File: src/rtl/arb_requester.sv
// Requester-side agent for the 3-source priority arbiter: local job FIFO,
// aged request priority, and burst ownership tracking after each grant.
module arb_requester #(
    parameter int unsigned DEPTH      = 4,
    parameter int unsigned AGE_PERIOD = 8
) (
    input  logic       clk,
    input  logic       rst,
    input  logic       push,
    input  logic [2:0] push_prio,
    input  logic [3:0] push_len,
    input  logic [1:0] push_tag,
    input  logic       gnt,
    output logic       req,
    output logic [2:0] prio,
    output logic       own,
    output logic [1:0] cur_tag,
    output logic       full,
    output logic       empty,
    output logic       overflow,
    output logic       spurious
);

    localparam int unsigned PW = $clog2(DEPTH);
    localparam int unsigned CW = PW + 1;
    localparam int unsigned AW = (AGE_PERIOD > 1) ? $clog2(AGE_PERIOD) : 1;

    typedef struct packed {
        logic [2:0] prio;
        logic [3:0] len;
        logic [1:0] tag;
    } job_t;

    typedef enum logic [1:0] {IDLE, REQ, BURST} state_t;

    job_t          mem [DEPTH];
    job_t          head;
    logic [PW-1:0] wr_ptr, rd_ptr;
    logic [CW-1:0] count;
    state_t        state, state_nxt;
    logic [AW-1:0] age, age_nxt;
    logic [3:0]    bcnt, bcnt_nxt;
    logic [2:0]    eff_prio, eff_prio_nxt;
    logic [1:0]    tag_q, tag_nxt;
    logic          pop, push_ok;

    assign head    = mem[rd_ptr];
    assign pop     = (state == REQ) && gnt;
    assign push_ok = push && (!full || pop);

    // Outputs decode registered state only; no path from gnt or push.
    assign req     = (state == REQ);
    assign own     = (state == BURST);
    assign cur_tag = own ? tag_q : 2'd0;
    assign full    = (count == CW'(DEPTH));
    assign empty   = (count == '0);
    assign prio    = (state == REQ) ? eff_prio : (empty ? 3'd0 : head.prio);

    // Next-state: aging in REQ, grant wins over an aging step.
    always_comb begin
        state_nxt    = state;
        age_nxt      = age;
        bcnt_nxt     = bcnt;
        eff_prio_nxt = eff_prio;
        tag_nxt      = tag_q;
        case (state)
            IDLE: begin
                age_nxt = '0;
                if (count != '0) begin
                    eff_prio_nxt = head.prio;
                    state_nxt    = REQ;
                end
            end
            REQ: begin
                if (gnt) begin
                    state_nxt = BURST;
                    bcnt_nxt  = head.len;
                    tag_nxt   = head.tag;
                    age_nxt   = '0;
                end else if (age == AW'(AGE_PERIOD - 1)) begin
                    age_nxt = '0;
                    if (eff_prio != 3'd7) eff_prio_nxt = eff_prio + 3'd1;
                end else begin
                    age_nxt = age + AW'(1);
                end
            end
            BURST: begin
                // Return via IDLE: leaves one quiet cycle before the next request.
                if (bcnt == 4'd0) state_nxt = IDLE;
                else              bcnt_nxt  = bcnt - 4'd1;
            end
            default: state_nxt = IDLE;
        endcase
    end

    always_ff @(posedge clk) begin
        if (rst) begin
            state    <= IDLE;
            age      <= '0;
            bcnt     <= '0;
            eff_prio <= '0;
            tag_q    <= '0;
            wr_ptr   <= '0;
            rd_ptr   <= '0;
            count    <= '0;
            overflow <= 1'b0;
            spurious <= 1'b0;
        end else begin
            state    <= state_nxt;
            age      <= age_nxt;
            bcnt     <= bcnt_nxt;
            eff_prio <= eff_prio_nxt;
            tag_q    <= tag_nxt;
            if (push_ok) wr_ptr <= wr_ptr + PW'(1);
            if (pop)     rd_ptr <= rd_ptr + PW'(1);
            case ({push_ok, pop})
                2'b10:   count <= count + CW'(1);
                2'b01:   count <= count - CW'(1);
                default: count <= count;
            endcase
            overflow <= overflow | (push & ~push_ok);
            spurious <= spurious | (gnt & (state != REQ));
        end
    end

    // Job storage is not reset; pointers and count define validity.
    always_ff @(posedge clk) begin
        if (!rst && push_ok) mem[wr_ptr] <= '{prio: push_prio, len: push_len, tag: push_tag};
    end

endmodule

File: config.mk
export PLATFORM = sky130hd
export DESIGN_NAME = arb_requester
export DESIGN_NICKNAME = d
export VERILOG_FILES = /design/src/rtl/arb_requester.sv
export SDC_FILE = /design/constraint.sdc
export NUM_CORES = 1
export LEC_CHECK = 0
export CORE_MARGIN = 4
export CORE_UTILIZATION = 57
export CTS_BUF_LIST = sky130_fd_sc_hd__clkbuf_16
export DETAILED_ROUTE_END_ITERATION = 10
export PLACE_DENSITY_LB_ADDON = 0.2
export SYNTH_ARGS = -nofsm -noshare
export SYNTH_HDL_FRONTEND = slang
export SYNTH_SLANG_ARGS = --single-unit
File: constraint.sdc
create_clock -name clk -period 2.2 [get_ports clk]
set_input_delay 0.22 -clock clk [delete_from_list [all_inputs] [get_ports clk]]
set_output_delay 0.22 -clock clk [all_outputs]
set_load 0.02 [all_outputs]
# == Word-level counts from Yosys, hierarchy flattened ==
# Memory sizes are Yosys's and may differ from the RTL's. A register that Yosys moved wholly into a read port is not among the register bits.
# Index checks and enable logic that the tools add are counted.
# word_totals
register_bits,23
latchBits,0
ramBits,36
rom_bits,0
inputBits,13
out_inout_bits,11
word_cells,78
n_memories,1
# op_classes
add_sub_neg,7
n_mul,0
div,0
order_cmp,0
eq_ne,15
shifts,0
muxes,23
bitwise,5
n_reduce_logical,17
# memory_table
memory,words,word_bits,read_ports,rd_clocked_by_memory_dff,write_ports,line,text
mem,4,9,1,1,1,36,job_t mem [DEPTH];
# ops
op,count
$mux 3,8
$pmux 3 s2,3
$mux 2,6
$add 3x1->3 const B,3
$mux 4,2
$ne 2x1->1 const B,4
$ne 2x2->1 const B,4
$pmux 4 s2,1
$eq 3x3->1 const B,2
$pmux 2 s3,1
$reduce_and 3->1,2
$reduce_bool 2->1,3
$reduce_and 5->1,1
$add 2x1->2 const B,2
$eq 2x1->1 const B,2
$eq 2x2->1 const B,2
$logic_not 4->1,1
$sub 4x1->4 const B,1
$logic_and 1x1->1,3
$logic_not 3->1,1
$ne 3x3->1 const B,1
$reduce_bool 3->1,1
$sub 3x1->3 const B,1
$and 1x1->1,2
other kinds (7),10

# == Logic depth before layout (Yosys ltp) ==
# depth
ltp_word,7
depth_mapped,6
depth_no_buf,6

# == Worst setup path before layout ==
# No wires, ideal clock.
# synth_path
kind,register to register
startpoint,register state[0]
endpoint,register count[2]
setup_time_ps,78
t_arrival_ps,1564
setup_slack_ps,558
path_stages_with_launch,7
cell_sequence,dfxtp_1 -> and3b_2 -> nand2b_2 -> fa_1 -> nand4b_1 -> and3b_1 -> nor3_1
# synth_between
elab_chain_len,6
word_cells_on_any_way,8
# synth_lines
item,line,text
start: declaration,40,"state_t state, state_nxt;"
start signal: assignment,109,state <= state_nxt;
$eq 2x1->1 (*),48,assign pop = (state == REQ) && gnt;
$logic_and 1x1->1 (*),48,
$logic_or 1x1->1,49,assign push_ok = push && (!full || pop);
$logic_and 1x1->1,49,
$eq 2x1->1 / $eq 2x2->1 (equally long branches),116,"case ({push_ok, pop})"
$pmux 3 s2 / $reduce_bool 2->1 (equally long branches),-,
end signal: assignment,117,2'b10: count <= count + CW'(1);
end signal: assignment,118,2'b01: count <= count - CW'(1);
end signal: assignment,119,default: count <= count;
end: declaration,39,logic [CW-1:0] count;
# Mark *: on every way between the ends. The rest lies on a longest branch, timed or not.
# A chain may end at the register's enable or synchronous reset.

# == Worst setup path after layout ==
# layout_path
startpoint,register count[2]
endpoint,output port full
# layout_between
elab_chain_len,1
# layout_lines
item,line,text
$eq 3x3->1,55,assign full = (count == CW'(DEPTH));
end: declaration,18,"output logic full,"
# No other way between the ends.

==> summary.txt <==
Synthesis
  • Post-synth EDFFs: 36
  • Most used DFF post-synth: edfxtp_1
  • Post-synthesis async set-or-reset flop share: 0%
  • Sequential share of the synthesized area: 59.1%
  • Post-Synth XOR/XNOR Area: 1.31%
  • Synth cell types: 54
  • Mapped Area: 2680 sq um
  • Multiplexer share of the synthesized area: 8.50%
  • Post-Syn Nets: about 230
  • Syn avg cell area: 13.1 sq um
  • Largest family of logic cells by synthesized area: simple AND/OR/NAND/NOR gates
  • Top-count cell post-synth: edfxtp_1
  • Synth top area cells: edfxtp_1 40%, dfxtp_1 19%, mux4_2 7.6%, ha_1 4.2%, nor2_1 2.4%
  • Simple-Gate Fraction of Synth Area: 14.3%
  • Yosys top cell area share: 40.4%
  • Adder-cell area share of the yosys netlist: under 10%
  • Synth Register Bits: 61
  • Largest area contributor in the netlist: edfxtp_1
  • Cell count after synthesis: 205
  • Yosys warns: 0
  • Compound-Gate Fraction of Synth Area: 8.27%
  • List of most frequent post-synthesis cells: 36 x edfxtp_1, 25 x dfxtp_1, 17 x nor2_1, 14 x nand2_1, 12 x inv_1

Clocking
  • Num CTS Buffers: 9
  • CTS tree: done
  • CTS clk-pin slew, worst paths: 0.05 ns
  • Clock Path Buffers: 2
  • Post-CTS setup repair buffer count: 0
  • Clock Latency Late Sink: ~0.32 ns
  • CTS hold repair buffers: 0
  • Clock root buffer: clkbuf_16
  • H-tree level count: 3
  • Total clock sinks: 61

Die
  • Die H: 76.5 um
  • IO Pins: 24
  • Initial Utilization: 60.2%
  • Core Area: about 4400 sq um
  • Row cnt: 24
  • DIE WIDTH: around 77 um
  • Die area: 5860 sq um

Power
  • Internal power: 2430 uW
  • Sequential share of power: 42.1%
  • Switching power: 817 uW
  • VDD IR-drop max: 0.736 mV
  • Clock Power Share: 39.5%
  • Sw frac: 25.2%
  • Pwr dens: 983 nW/um^2
  • P_leak: 0.00122 uW
  • Part of the power in combinational logic: 18.4%

Layout
  • Layout cell share with drive strength beyond 1: between 10% and 20%
  • Ant diodes: 0
  • Fin util: between 70 and 80%
  • P&R area growth vs syn: 23.2%
  • Finished Layout Cells: 299
  • Final nets: 266

Placed design
  • IO Port Bufs: 23
  • HPWL after DPL: roughly 3.6 mm
  • Inst Count DP: 284
  • Placer Congestion: 0.857

Routing
  • Via count: 1727
  • Drt wl/cell: around 18 um
  • Vias per inst: 5.78
  • Remaining antenna violation count: 0
  • Initial DRC Count: between 70 and 80
  • WL final: between 5 and 6 mm
  • DR DRC count: 0
  • First-pass iteration count of the detailed router: 4

STA
  • Setup TNS: 0 ns
  • Fmax: 0.479 GHz
  • Final Slew Violations: 0
  • Final setup fails: 0
  • Final hold vios: 0
  • RSZ-0062 raised after global routing: false
  • Tmin final: 2.09 ns
  • Slew @ Worst Pin: 0.457 ns
  • Period utilization: 95.0%
  • Clk_skew: 0.00413 ns
  • Max-slew headroom: 69.5%

Global routing
  • Tot GR Track Use: roughly a fifth
  • Pin count of the biggest net entering global routing: 27
  • First-pass GRT wire length: 9.09 mm
  • Gr ovfl total: 0
  • Antenna violations before repair: 0
  • Vias in the first global route: 1936

Worst setup path
  • Crit Path Class: register to primary output
  • CP Capture Type: primary output
  • Crit Path Max Fanout: 4
  • Flop2flop setup slack: between 0.3 and 0.4 ns
  • Crit path launch type: register
  • Worst EP arrival: 1.87 ns
  • Worst path required time: just under 2 ns

Run
  • Max cap viols: 0

Outcome
  • Outcome: completed

Worst hold path
  • Worst Hold Class: register to register
flip-flops by register name, summed over array words and instances, names as in the netlist, named ones only:
register,flops
tag_q,2
eff_prio,3
count,3
rd_ptr,2
overflow,1
state,2
bcnt,4
wr_ptr,2
spurious,1
mem,36
age,3
timing repair:
| action | 4_1_cts | 5_1_grt |
|---|---|---|
| endpoints found under the setup margin | 3 | 3 |
| resized for setup | 4 | 4 |
| pin swaps | 0 | 0 |
area by class of cell:
| class | instances | area, sq um |
|---|---|---|
| clock buffers | 9 | 225 |
| clock inverters | 6 | 48.8 |
| fillers | 290 | 1140 |
| inverters | 13 | 48.8 |
| multi-input cells | 123 | 1010 |
| flip-flops and latches | 61 | 1590 |
| well taps | 52 | 65.1 |
| repair buffers | 35 | 320 |
through the flow:
step	instance area (sq um)	worst slack [ns]	power (uW)	hold WS [ns]
final	3300	0.110	3240	0.462
after global placement	3010	0.190	1940	0.442
after floorplan	2680	0.558	1780	0.319
after detailed placement	3010	0.115	1980	0.459
after CTS	3290	0.0225	3260	0.466
after global routing	3300	0.0396	3400	0.485
cells by family (layout without fill, tap and decap cells):
logic type | count (synthesis) | after routing
simple gates | 68 | 68
flops | 61 | 61
compound gates | 30 | 30
buf+inv | 21 | 63
mux | 11 | 11
fa+ha+maj | 10 | 10
xor+xnor | 4 | 4
critical path: stages, from the launching register on:
cell	delay, ns
dfxtp_1	0.40
or3b_4	0.45
inv_1	0.09
clkdlybuf4s50_1	0.60
worst paths after layout:
| path | from | depth (start not counted) | end |
|---|---|---|---|
| min reg2reg | tag_q[0]$_SDFFE_PP0P_ | 2 | tag_q[0]$_SDFFE_PP0P_ |
| max | count[2]$_SDFFE_PP0P_ | 3 | full |
| min | tag_q[0]$_SDFFE_PP0P_ | 2 | tag_q[0]$_SDFFE_PP0P_ |
| max reg2reg | state[1]$_SDFFE_PP0P_ | 6 | count[2]$_SDFFE_PP0P_ |
power groups by stage:
stage / clock (uW) / sequential (uW) / combinational, uW
after floorplan: 0 / 1360 / 412
after global placement: 0 / 1370 / 564
after detailed placement: 0 / 1380 / 598
after CTS: 1300 / 1360 / 597
after global routing: 1360 / 1370 / 660
final: 1280 / 1370 / 596
routing by layer:
metal	global-route usage, %	share of wire (%)	vias up
met3	4.96	3.4	14
met1	21.6	40	842
met2	36.2	54	39
li1	-	-	832
met5	0	0	-
met4	11.8	2.0	0
placed cells by master, fill, tap and decap left out, types with 2 or more instances in the layout:
master and count:
edfxtp_1 36, dfxtp_1 22, clkdlybuf4s50_1 20, nor2_1 17, inv_1 14, nand2_1 14
buf_4 12, a21oi_1 11, mux4_2 9, ha_1 9, clkbuf_16 9, nor3_1 7
and2_1 6, o21ai_0 3, nand2b_1 3, nand3b_1 3, xnor2_1 3, dfxtp_2 3
clkinv_1 3, a31oi_1 2, nor3b_1 2, a221oi_1 2, dlygate4sd2_1 2
Power figures use the tool's default switching activity.
